==> src/rtl/spi_sram_burst_master_if.sv <==
// Memory-side request bus between the cache and the SPI SRAM burst master.
// master modport: requester (cache); slave modport: the SPI SRAM master.
interface spi_sram_burst_master_if #(
  parameter int ADDR_W = 24
);
  logic [ADDR_W-1:0] mem_addr;
  logic              mem_en;
  logic              mem_wr;
  logic              mem_rburst;
  logic              mem_wburst;
  logic [7:0]        mem_wdata;
  logic              mem_rdy;
  logic              mem_wdata_ack;
  logic [7:0]        mem_rdata;
  logic              mem_rdata_vld;

  modport master (
    output mem_addr, mem_en, mem_wr, mem_rburst, mem_wburst, mem_wdata,
    input  mem_rdy, mem_wdata_ack, mem_rdata, mem_rdata_vld
  );

  modport slave (
    input  mem_addr, mem_en, mem_wr, mem_rburst, mem_wburst, mem_wdata,
    output mem_rdy, mem_wdata_ack, mem_rdata, mem_rdata_vld
  );
endinterface

==> src/rtl/spi_sram_burst_master.sv <==
// SPI mode-0 master for 23LC-style serial SRAM: single and fixed-length burst
// reads/writes, self-generated SCK (half-period CLK_DIV clk), MSB first.
// Optional macro SPI_SRAM_MODE_INIT_EN: after reset, write the mode register
// (0x01, 0x40 = sequential mode) before the first request is accepted.
//
// state  | meaning
// S_INIT | one clk after reset; optionally starts the mode-register frame
// S_IDLE | mem_rdy=1, waiting for mem_en
// S_CMD  | shifting the 8-bit command
// S_ADDR | shifting ADDR_W address bits
// S_DATA | shifting/receiving data bytes
// S_GAP  | cs_n high for 2*CLK_DIV clk between frames
module spi_sram_burst_master #(
  parameter int ADDR_W    = 24,
  parameter int BURST_LEN = 8,
  parameter int CLK_DIV   = 1
) (
  input  logic                   clk,
  input  logic                   rst,
  spi_sram_burst_master_if.slave bus,
  output logic                   cs_n,
  output logic                   sck,
  output logic                   mosi,
  input  logic                   miso
);

  localparam int SH_W  = 8 + ADDR_W;
  localparam int CNT_W = $clog2(BURST_LEN);
  localparam logic [4:0]       HALF_M1  = 5'(CLK_DIV - 1);
  localparam logic [4:0]       GAP_M1   = 5'(2 * CLK_DIV - 1);
  localparam logic [4:0]       ADDR_M1  = 5'(ADDR_W - 1);
  localparam logic [CNT_W-1:0] BURST_M1 = CNT_W'(BURST_LEN - 1);

  if (ADDR_W != 16 && ADDR_W != 24) begin : g_addr_w_check
    $error("spi_sram_burst_master: ADDR_W must be 16 or 24");
  end
  if (BURST_LEN < 2 || BURST_LEN > 64) begin : g_burst_check
    $error("spi_sram_burst_master: BURST_LEN must be 2..64");
  end
  if (CLK_DIV < 1 || CLK_DIV > 16) begin : g_div_check
    $error("spi_sram_burst_master: CLK_DIV must be 1..16");
  end

  typedef enum logic [2:0] {S_INIT, S_IDLE, S_CMD, S_ADDR, S_DATA, S_GAP} state_t;

  state_t           state, state_n;
  logic [SH_W-1:0]  sh;
  logic [4:0]       tmr;
  logic             ph;
  logic [4:0]       bit_cnt;
  logic [CNT_W-1:0] byte_cnt;
  logic             wr_q;
  logic             burst_q;
  logic             init_frame;
  logic [7:0]       wdata_q;
  logic [7:0]       rx;
  logic [7:0]       rdata_q;
  logic             vld_q;
  logic             seg_end;
  logic             rdy;
  logic             ack;

  // last half of the last bit of the current segment (cmd, addr or data byte)
  assign seg_end = (tmr == 5'd0) && ph && (bit_cnt == 5'd0);

  assign sck                = ph;
  assign mosi               = sh[SH_W-1];
  assign bus.mem_rdy        = rdy;
  assign bus.mem_wdata_ack  = ack;
  assign bus.mem_rdata      = rdata_q;
  assign bus.mem_rdata_vld  = vld_q;

  // state register
  always_ff @(posedge clk or posedge rst) begin
    if (rst) state <= S_INIT;
    else     state <= state_n;
  end

  // next state, ready and write-data acknowledge
  always_comb begin
    state_n = state;
    rdy     = 1'b0;
    ack     = 1'b0;
    case (state)
      S_INIT: begin
`ifdef SPI_SRAM_MODE_INIT_EN
        state_n = S_CMD;
`else
        state_n = S_IDLE;
`endif
      end
      S_IDLE: begin
        rdy = 1'b1;
        ack = bus.mem_en && bus.mem_wr;
        if (bus.mem_en) state_n = S_CMD;
      end
      S_CMD:  if (seg_end) state_n = init_frame ? S_DATA : S_ADDR;
      S_ADDR: if (seg_end) state_n = S_DATA;
      S_DATA: begin
        ack = seg_end && wr_q && (byte_cnt != '0);
        if (seg_end && byte_cnt == '0) state_n = S_GAP;
      end
      S_GAP:  if (tmr == 5'd0) state_n = S_IDLE;
      default: state_n = S_INIT;
    endcase
  end

  // shift engine: SCK phase timer, bit/byte counters, chip select, receive
  always_ff @(posedge clk or posedge rst) begin
    if (rst) begin
      sh         <= '0;
      tmr        <= '0;
      ph         <= 1'b0;
      bit_cnt    <= '0;
      byte_cnt   <= '0;
      wr_q       <= 1'b0;
      burst_q    <= 1'b0;
      init_frame <= 1'b0;
      wdata_q    <= '0;
      rx         <= '0;
      rdata_q    <= '0;
      vld_q      <= 1'b0;
      cs_n       <= 1'b1;
    end else begin
      vld_q <= 1'b0;
      case (state)
        S_INIT: begin
`ifdef SPI_SRAM_MODE_INIT_EN
          sh         <= {8'h01, 8'h40, {(SH_W-16){1'b0}}};
          cs_n       <= 1'b0;
          tmr        <= HALF_M1;
          ph         <= 1'b0;
          bit_cnt    <= 5'd7;
          byte_cnt   <= '0;
          wr_q       <= 1'b1;
          init_frame <= 1'b1;
`endif
        end
        S_IDLE: begin
          if (bus.mem_en) begin
            sh       <= {(bus.mem_wr ? 8'h02 : 8'h03), bus.mem_addr};
            cs_n     <= 1'b0;
            tmr      <= HALF_M1;
            ph       <= 1'b0;
            bit_cnt  <= 5'd7;
            wr_q     <= bus.mem_wr;
            burst_q  <= bus.mem_wr ? bus.mem_wburst : bus.mem_rburst;
            wdata_q  <= bus.mem_wdata;
          end
        end
        S_CMD, S_ADDR, S_DATA: begin
          if (tmr != 5'd0) begin
            tmr <= tmr - 5'd1;
          end else begin
            tmr <= HALF_M1;
            ph  <= ~ph;
            if (!ph) begin
              rx <= {rx[6:0], miso};
              if (state == S_DATA && !wr_q && bit_cnt == 5'd0) begin
                rdata_q <= {rx[6:0], miso};
                vld_q   <= 1'b1;
              end
            end else begin
              sh      <= sh << 1;
              bit_cnt <= bit_cnt - 5'd1;
              if (bit_cnt == 5'd0) begin
                case (state)
                  S_CMD: bit_cnt <= init_frame ? 5'd7 : ADDR_M1;
                  S_ADDR: begin
                    bit_cnt  <= 5'd7;
                    byte_cnt <= burst_q ? BURST_M1 : '0;
                    if (wr_q) sh[SH_W-1 -: 8] <= wdata_q;
                  end
                  default: begin
                    bit_cnt  <= 5'd7;
                    byte_cnt <= byte_cnt - CNT_W'(1);
                    if (byte_cnt == '0) begin
                      cs_n <= 1'b1;
                      tmr  <= GAP_M1;
                      sh   <= '0;
                    end else if (wr_q) begin
                      sh[SH_W-1 -: 8] <= bus.mem_wdata;
                    end
                  end
                endcase
              end
            end
          end
        end
        S_GAP: begin
          init_frame <= 1'b0;
          if (tmr != 5'd0) tmr <= tmr - 5'd1;
        end
        default: ;
      endcase
    end
  end

endmodule

==> src/flat_wrapper.sv <==
// flat-port wrapper written by rule: the top's interface ports become plain ports
module spi_sram_burst_master_flat 
#(
  parameter int ADDR_W    = 24,
  parameter int BURST_LEN = 8,
  parameter int CLK_DIV   = 1
)
  (clk, rst, cs_n, sck, mosi, miso, bus_mem_addr, bus_mem_en, bus_mem_wr, bus_mem_rburst, bus_mem_wburst, bus_mem_wdata, bus_mem_rdy, bus_mem_wdata_ack, bus_mem_rdata, bus_mem_rdata_vld);
  spi_sram_burst_master_if #(.ADDR_W(ADDR_W)) bus_i ();
  input  logic clk;
  input  logic rst;
  output logic cs_n;
  output logic sck;
  output logic mosi;
  input  logic miso;
  input wire logic [$bits(bus_i.mem_addr)-1:0] bus_mem_addr;
  input wire logic [$bits(bus_i.mem_en)-1:0] bus_mem_en;
  input wire logic [$bits(bus_i.mem_wr)-1:0] bus_mem_wr;
  input wire logic [$bits(bus_i.mem_rburst)-1:0] bus_mem_rburst;
  input wire logic [$bits(bus_i.mem_wburst)-1:0] bus_mem_wburst;
  input wire logic [$bits(bus_i.mem_wdata)-1:0] bus_mem_wdata;
  output wire logic [$bits(bus_i.mem_rdy)-1:0] bus_mem_rdy;
  output wire logic [$bits(bus_i.mem_wdata_ack)-1:0] bus_mem_wdata_ack;
  output wire logic [$bits(bus_i.mem_rdata)-1:0] bus_mem_rdata;
  output wire logic [$bits(bus_i.mem_rdata_vld)-1:0] bus_mem_rdata_vld;
  assign bus_i.mem_addr = bus_mem_addr;
  assign bus_i.mem_en = bus_mem_en;
  assign bus_i.mem_wr = bus_mem_wr;
  assign bus_i.mem_rburst = bus_mem_rburst;
  assign bus_i.mem_wburst = bus_mem_wburst;
  assign bus_i.mem_wdata = bus_mem_wdata;
  assign bus_mem_rdy = bus_i.mem_rdy;
  assign bus_mem_wdata_ack = bus_i.mem_wdata_ack;
  assign bus_mem_rdata = bus_i.mem_rdata;
  assign bus_mem_rdata_vld = bus_i.mem_rdata_vld;
  spi_sram_burst_master #(.ADDR_W(ADDR_W), .BURST_LEN(BURST_LEN), .CLK_DIV(CLK_DIV)) u_core (.clk(clk), .rst(rst), .bus(bus_i), .cs_n(cs_n), .sck(sck), .mosi(mosi), .miso(miso));
endmodule
==> config.mk <==
export PLATFORM = sky130hd
export DESIGN_NAME = spi_sram_burst_master_flat
export DESIGN_NICKNAME = d
export VERILOG_FILES = /design/src/rtl/spi_sram_burst_master_if.sv /design/src/rtl/spi_sram_burst_master.sv /design/src/flat_wrapper.sv
export SDC_FILE = /design/constraint.sdc
export NUM_CORES = 1
export LEC_CHECK = 0
export ABC_AREA = 1
export CORE_ASPECT_RATIO = 2
export CORE_MARGIN = 5
export CORE_UTILIZATION = 40
export CTS_BUF_LIST = sky130_fd_sc_hd__clkbuf_2 sky130_fd_sc_hd__clkbuf_4 sky130_fd_sc_hd__clkbuf_8
export DETAILED_ROUTE_END_ITERATION = 10
export PLACE_DENSITY = 0.6
export SLEW_MARGIN = 20
export SYNTH_ARGS = -nofsm -noshare
export SYNTH_HDL_FRONTEND = slang
export SYNTH_SLANG_ARGS = --single-unit
==> constraint.sdc <==
create_clock -name clk -period 5.87 [get_ports clk]
set_input_delay 1.174 -clock clk [delete_from_list [all_inputs] [get_ports clk]]
set_output_delay 1.174 -clock clk [all_outputs]
set_load 0.005 [all_outputs]
==> results.yml <==
critical_path:
  arrival_ns: 2.66
  reg2reg_to: "u_core.bit_cnt[1]"
  critPathKind: "input port to output port"
  worst_setup_path_start_kind: "input port"
  reg2reg_depth: 8
  worst_path_max_delay_cell: "clkdlybuf4s50_1"
  end_kind: "output port"
  path_cells: "clkdlybuf4s50_1 > nand2_2 > o21ai_0 > clkdlybuf4s50_1"
  path_buf_inv: 2
  crit_start: "bus_mem_en"
  cp_top_family: "buffers and inverters"
  worstPathRequired_ns: 4.70
  critPathMaxFanout: 14
  crit_top_cell: "clkdlybuf4s50_1"
  reg2reg_from: "u_core.state[1]"
  endpoint: "bus_mem_wdata_ack"
  cpPeakStageDelay_ns: 0.55
  r2r_slack_ns: 3.09
  cp.depth: 4
sta:
  rsz0062_at_grt: "false"
  fin_crit_ns: 3.832
  worst_slew_pin_slew_ns: 0.8650
  fin_crit_sh_pct: 65.28
  hold_viol: 0
  finalSetupTns_ns: 0
  finalSetupViolCount: 0
  fmax_ghz: 0.2610
  drv_slew: 0
  relSlewSlack_pct: 42.12
  skew_ns: 0.01249
clocking:
  ctsHoldBuffers: 0
  cts_sinks: 76
  cts_max_path_buffers: 2
  cts-root-buf: "clkbuf_8"
  clk_latency_ns: 0.36
  cts_buffers: 9
  cts.clk_slew.worst_paths_ns: 0.08
  htree_levels: 3
  cts.repair.resized: 0
  post-cts-setup-buffers: 0
  cts_tree: "yes"
synth:
  synth.most_common_cell: "nand2_1"
  syn_inst: 594
  synthTopCellsByCount: "nand2_1 (281), dfrtp_1 (75), o21ai_0 (53)"
  yosys-top-cells-area: "dfrtp_1 (44%), nand2_1 (25%), o21ai_0 (6.2%)"
  ys_seq_elements: 76
  synth_top_family_by_area: "simple AND/OR/NAND/NOR gates"
  synth_cell_types: 31
  synth_compound_area_share_pct: 8.062
  synth_enable_flop_cells: 0
  netlist_area_mm2: 0.004268
  synthXorXnorAreaFrac_pct: 0.4104
  yosys_most_used_dff: "dfrtp_1"
  syn_nets: 637
  async_flop_share_pct: 100.0
  synthSimpleGateAreaFrac_pct: 36.21
  yosys.area.top_type_share_pct: 43.98
  yosysWarnings: 0
  synth_top_area_cell: "dfrtp_1"
  synth-adder-area-share_pct: 1.173
  muxShareOfSynthArea_pct: 2.082
  ys_seq_area_share_pct: 44.59
  avgSynthCellArea_um2: 7.185
layout:
  nFillCells: 1121
  syn2layout_area_growth_pct: 17.65
  fin_cells: 776
  diodes: 0
  design_area_mm2: 0.005021
  drive_gt1_share_pct: 7.981
  layout.nets: 677
floorplanning:
  fp.dieW_um: 83.04
  fp.dieH_um: 156.1
  start_util_pct: 40.73
  ios: 53
  die_area_mm2: 0.01296
  num_rows: 53
  fp.coreArea_mm2: 0.01048
detailed_routing:
  route.detailed.drc: 0
  drt_iter0_markers: 187
  first_pass_iters: 4
  via_per_inst: 4.936
  finalWirelength_um: 10130
  drt-wirelength-per-cell_um: 13.05
  ant_nets: 0
  num_vias: 3830
placed_design:
  placed_cell_area_mm2: 0.004820
  port_buffers: 52
  placed_cells: 760
  globalplace.congestion: 0.8855
  dp_hpwl_um: 7160
global_routing:
  grt_pass1_wl_um: 17740
  antenna_found_initial: 0
  grt_use_total_pct: 16.64
  grt_overflow_total: 0
  grt_pass1_vias: 3921
  grt_start_max_net_pins: 49
worst_hold_path:
  hold_path_class: "flip-flop to flip-flop"
power_and_ir_drop:
  leakagePower_nw: 2.564
  powerDensity_mw_per_mm2: 194.9
  ir_drop_mv: 0.1438
run:
  cap_violations: 0
outcome:
  status: "finished, final reports clean"
==> logic make-up after synthesis <==
family,count (synthesis)
AO/OA/AOI/OAI,68
XOR/XNOR,2
adder cells (fa/ha/maj),4
buffers and inverters,68
flip-flops,76
multiplexers,8
AND/OR/NAND/NOR,368
==> cell type report <==
type / instances / area, um^2 / share of cell area, %
Timing Repair Buffer: 54 / 535.5 / 10.67
Multi-Input combinational cell: 450 / 2046 / 40.74
Clock buffer: 9 / 123.9 / 2.467
Sequential cell: 76 / 1903 / 37.90
Inverter: 43 / 165.2 / 3.289
Tap cell: 137 / 171.4 / 3.414
Clock inverter: 7 / 76.32 / 1.520
==> metal layers <==
| metal | vias up | wire, um | GRT usage, % |
|---|---|---|---|
| met4 | 0 | 298 | 8.807 |
| met2 | 93 | 5363 | 30.67 |
| met5 | - | 0 | 0 |
| met3 | 24 | 417 | 2.854 |
| met1 | 1764 | 4049 | 17.93 |
| li1 | 1949 | - | - |
==> through the flow <==
stage | utilization (%) | total power (W) | hold slack [ns] | worst slack [ns]
after floorplan | - | 0.0005479 | 0.4422 | 2.759
after global placement | 46.00 | 0.0005796 | 0.4590 | 2.052
after detailed placement | 46.00 | 0.0005799 | 0.4655 | 2.031
after CTS | 47.91 | 0.0009963 | 0.4872 | 2.025
after global routing | 47.92 | 0.001022 | 0.5141 | 1.913
final | 47.92 | 0.0009787 | 0.4829 | 2.038
==> worst min-delay path by stage <==
stage | to | start | slack (ns) | depth (start not counted)
4_1_cts | u_core.sh[21] | u_core.sh[21] | 0.49 | 2
2_1_floorplan | u_core.bus.mem_rdata[7] | u_core.rx[6] | 0.44 | 2
5_1_grt | u_core.sh[21] | u_core.sh[21] | 0.51 | 2
6_report | u_core.sh[21] | u_core.sh[21] | 0.48 | 2
3_3_place_gp | u_core.bus.mem_rdata[7] | u_core.rx[6] | 0.46 | 2
3_5_place_dp | u_core.sh[21] | u_core.sh[21] | 0.47 | 2
==> worst register-to-register path: stages (launching register included) <==
cell and delay, ns:
dfrtp_1 0.68, nand2_2 0.34, nand2_4 0.45, nand2_1 0.12
nand3_2 0.07, buf_4 0.37, inv_2 0.38, nand2_1 0.13
o21ai_0 0.09
==> flip-flops by register name (all words and copies together), names as in the netlist <==
name,flops
u_core.wr_q,1
u_core.tmr,5
u_core.burst_q,1
u_core.bus.mem_rdata_vld,1
u_core.wdata_q,8
u_core.byte_cnt,3
u_core.sh,32
u_core.state,3
u_core.sck,1
u_core.bit_cnt,5
u_core.rx,7
u_core.bus.mem_rdata,8
u_core.cs_n,1
==> power breakdown <==
group | leakage [nW] | switching, W | internal [W] | total, W
sequential | 1.02 | 0.00000123 | 0.000525 | 0.000527
clock | 0.0958 | 0.000212 | 0.000198 | 0.000410
combinational | 1.45 | 0.0000174 | 0.0000241 | 0.0000415
total | 2.56 | 0.000231 | 0.000748 | 0.000979
==> placed cells by master (no fill, tap or decap), types with 2 or more instances in the layout <==
cell / netlist / layout
a21oi_1: 7 / 7
buf_4: 5 / 2
clkbuf_8: 0 / 9
clkdlybuf4s50_1: 0 / 52
clkinv_2: 0 / 2
clkinv_4: 0 / 2
clkinvlp_4: 0 / 2
dfrtp_1: 75 / 75
ha_1: 4 / 4
inv_1: 39 / 38
inv_2: 3 / 3
mux2_2: 7 / 7
nand2_1: 281 / 281
nand2_2: 4 / 4
nand2_4: 2 / 2
nand3_1: 40 / 40
nand3_2: 3 / 3
nand4_1: 6 / 6
nor2_1: 19 / 19
nor2_2: 4 / 4
nor2_4: 4 / 4
nor3_1: 3 / 3
o21ai_0: 53 / 53
o21ai_1: 7 / 7
(Power assumes the default switching activity.)
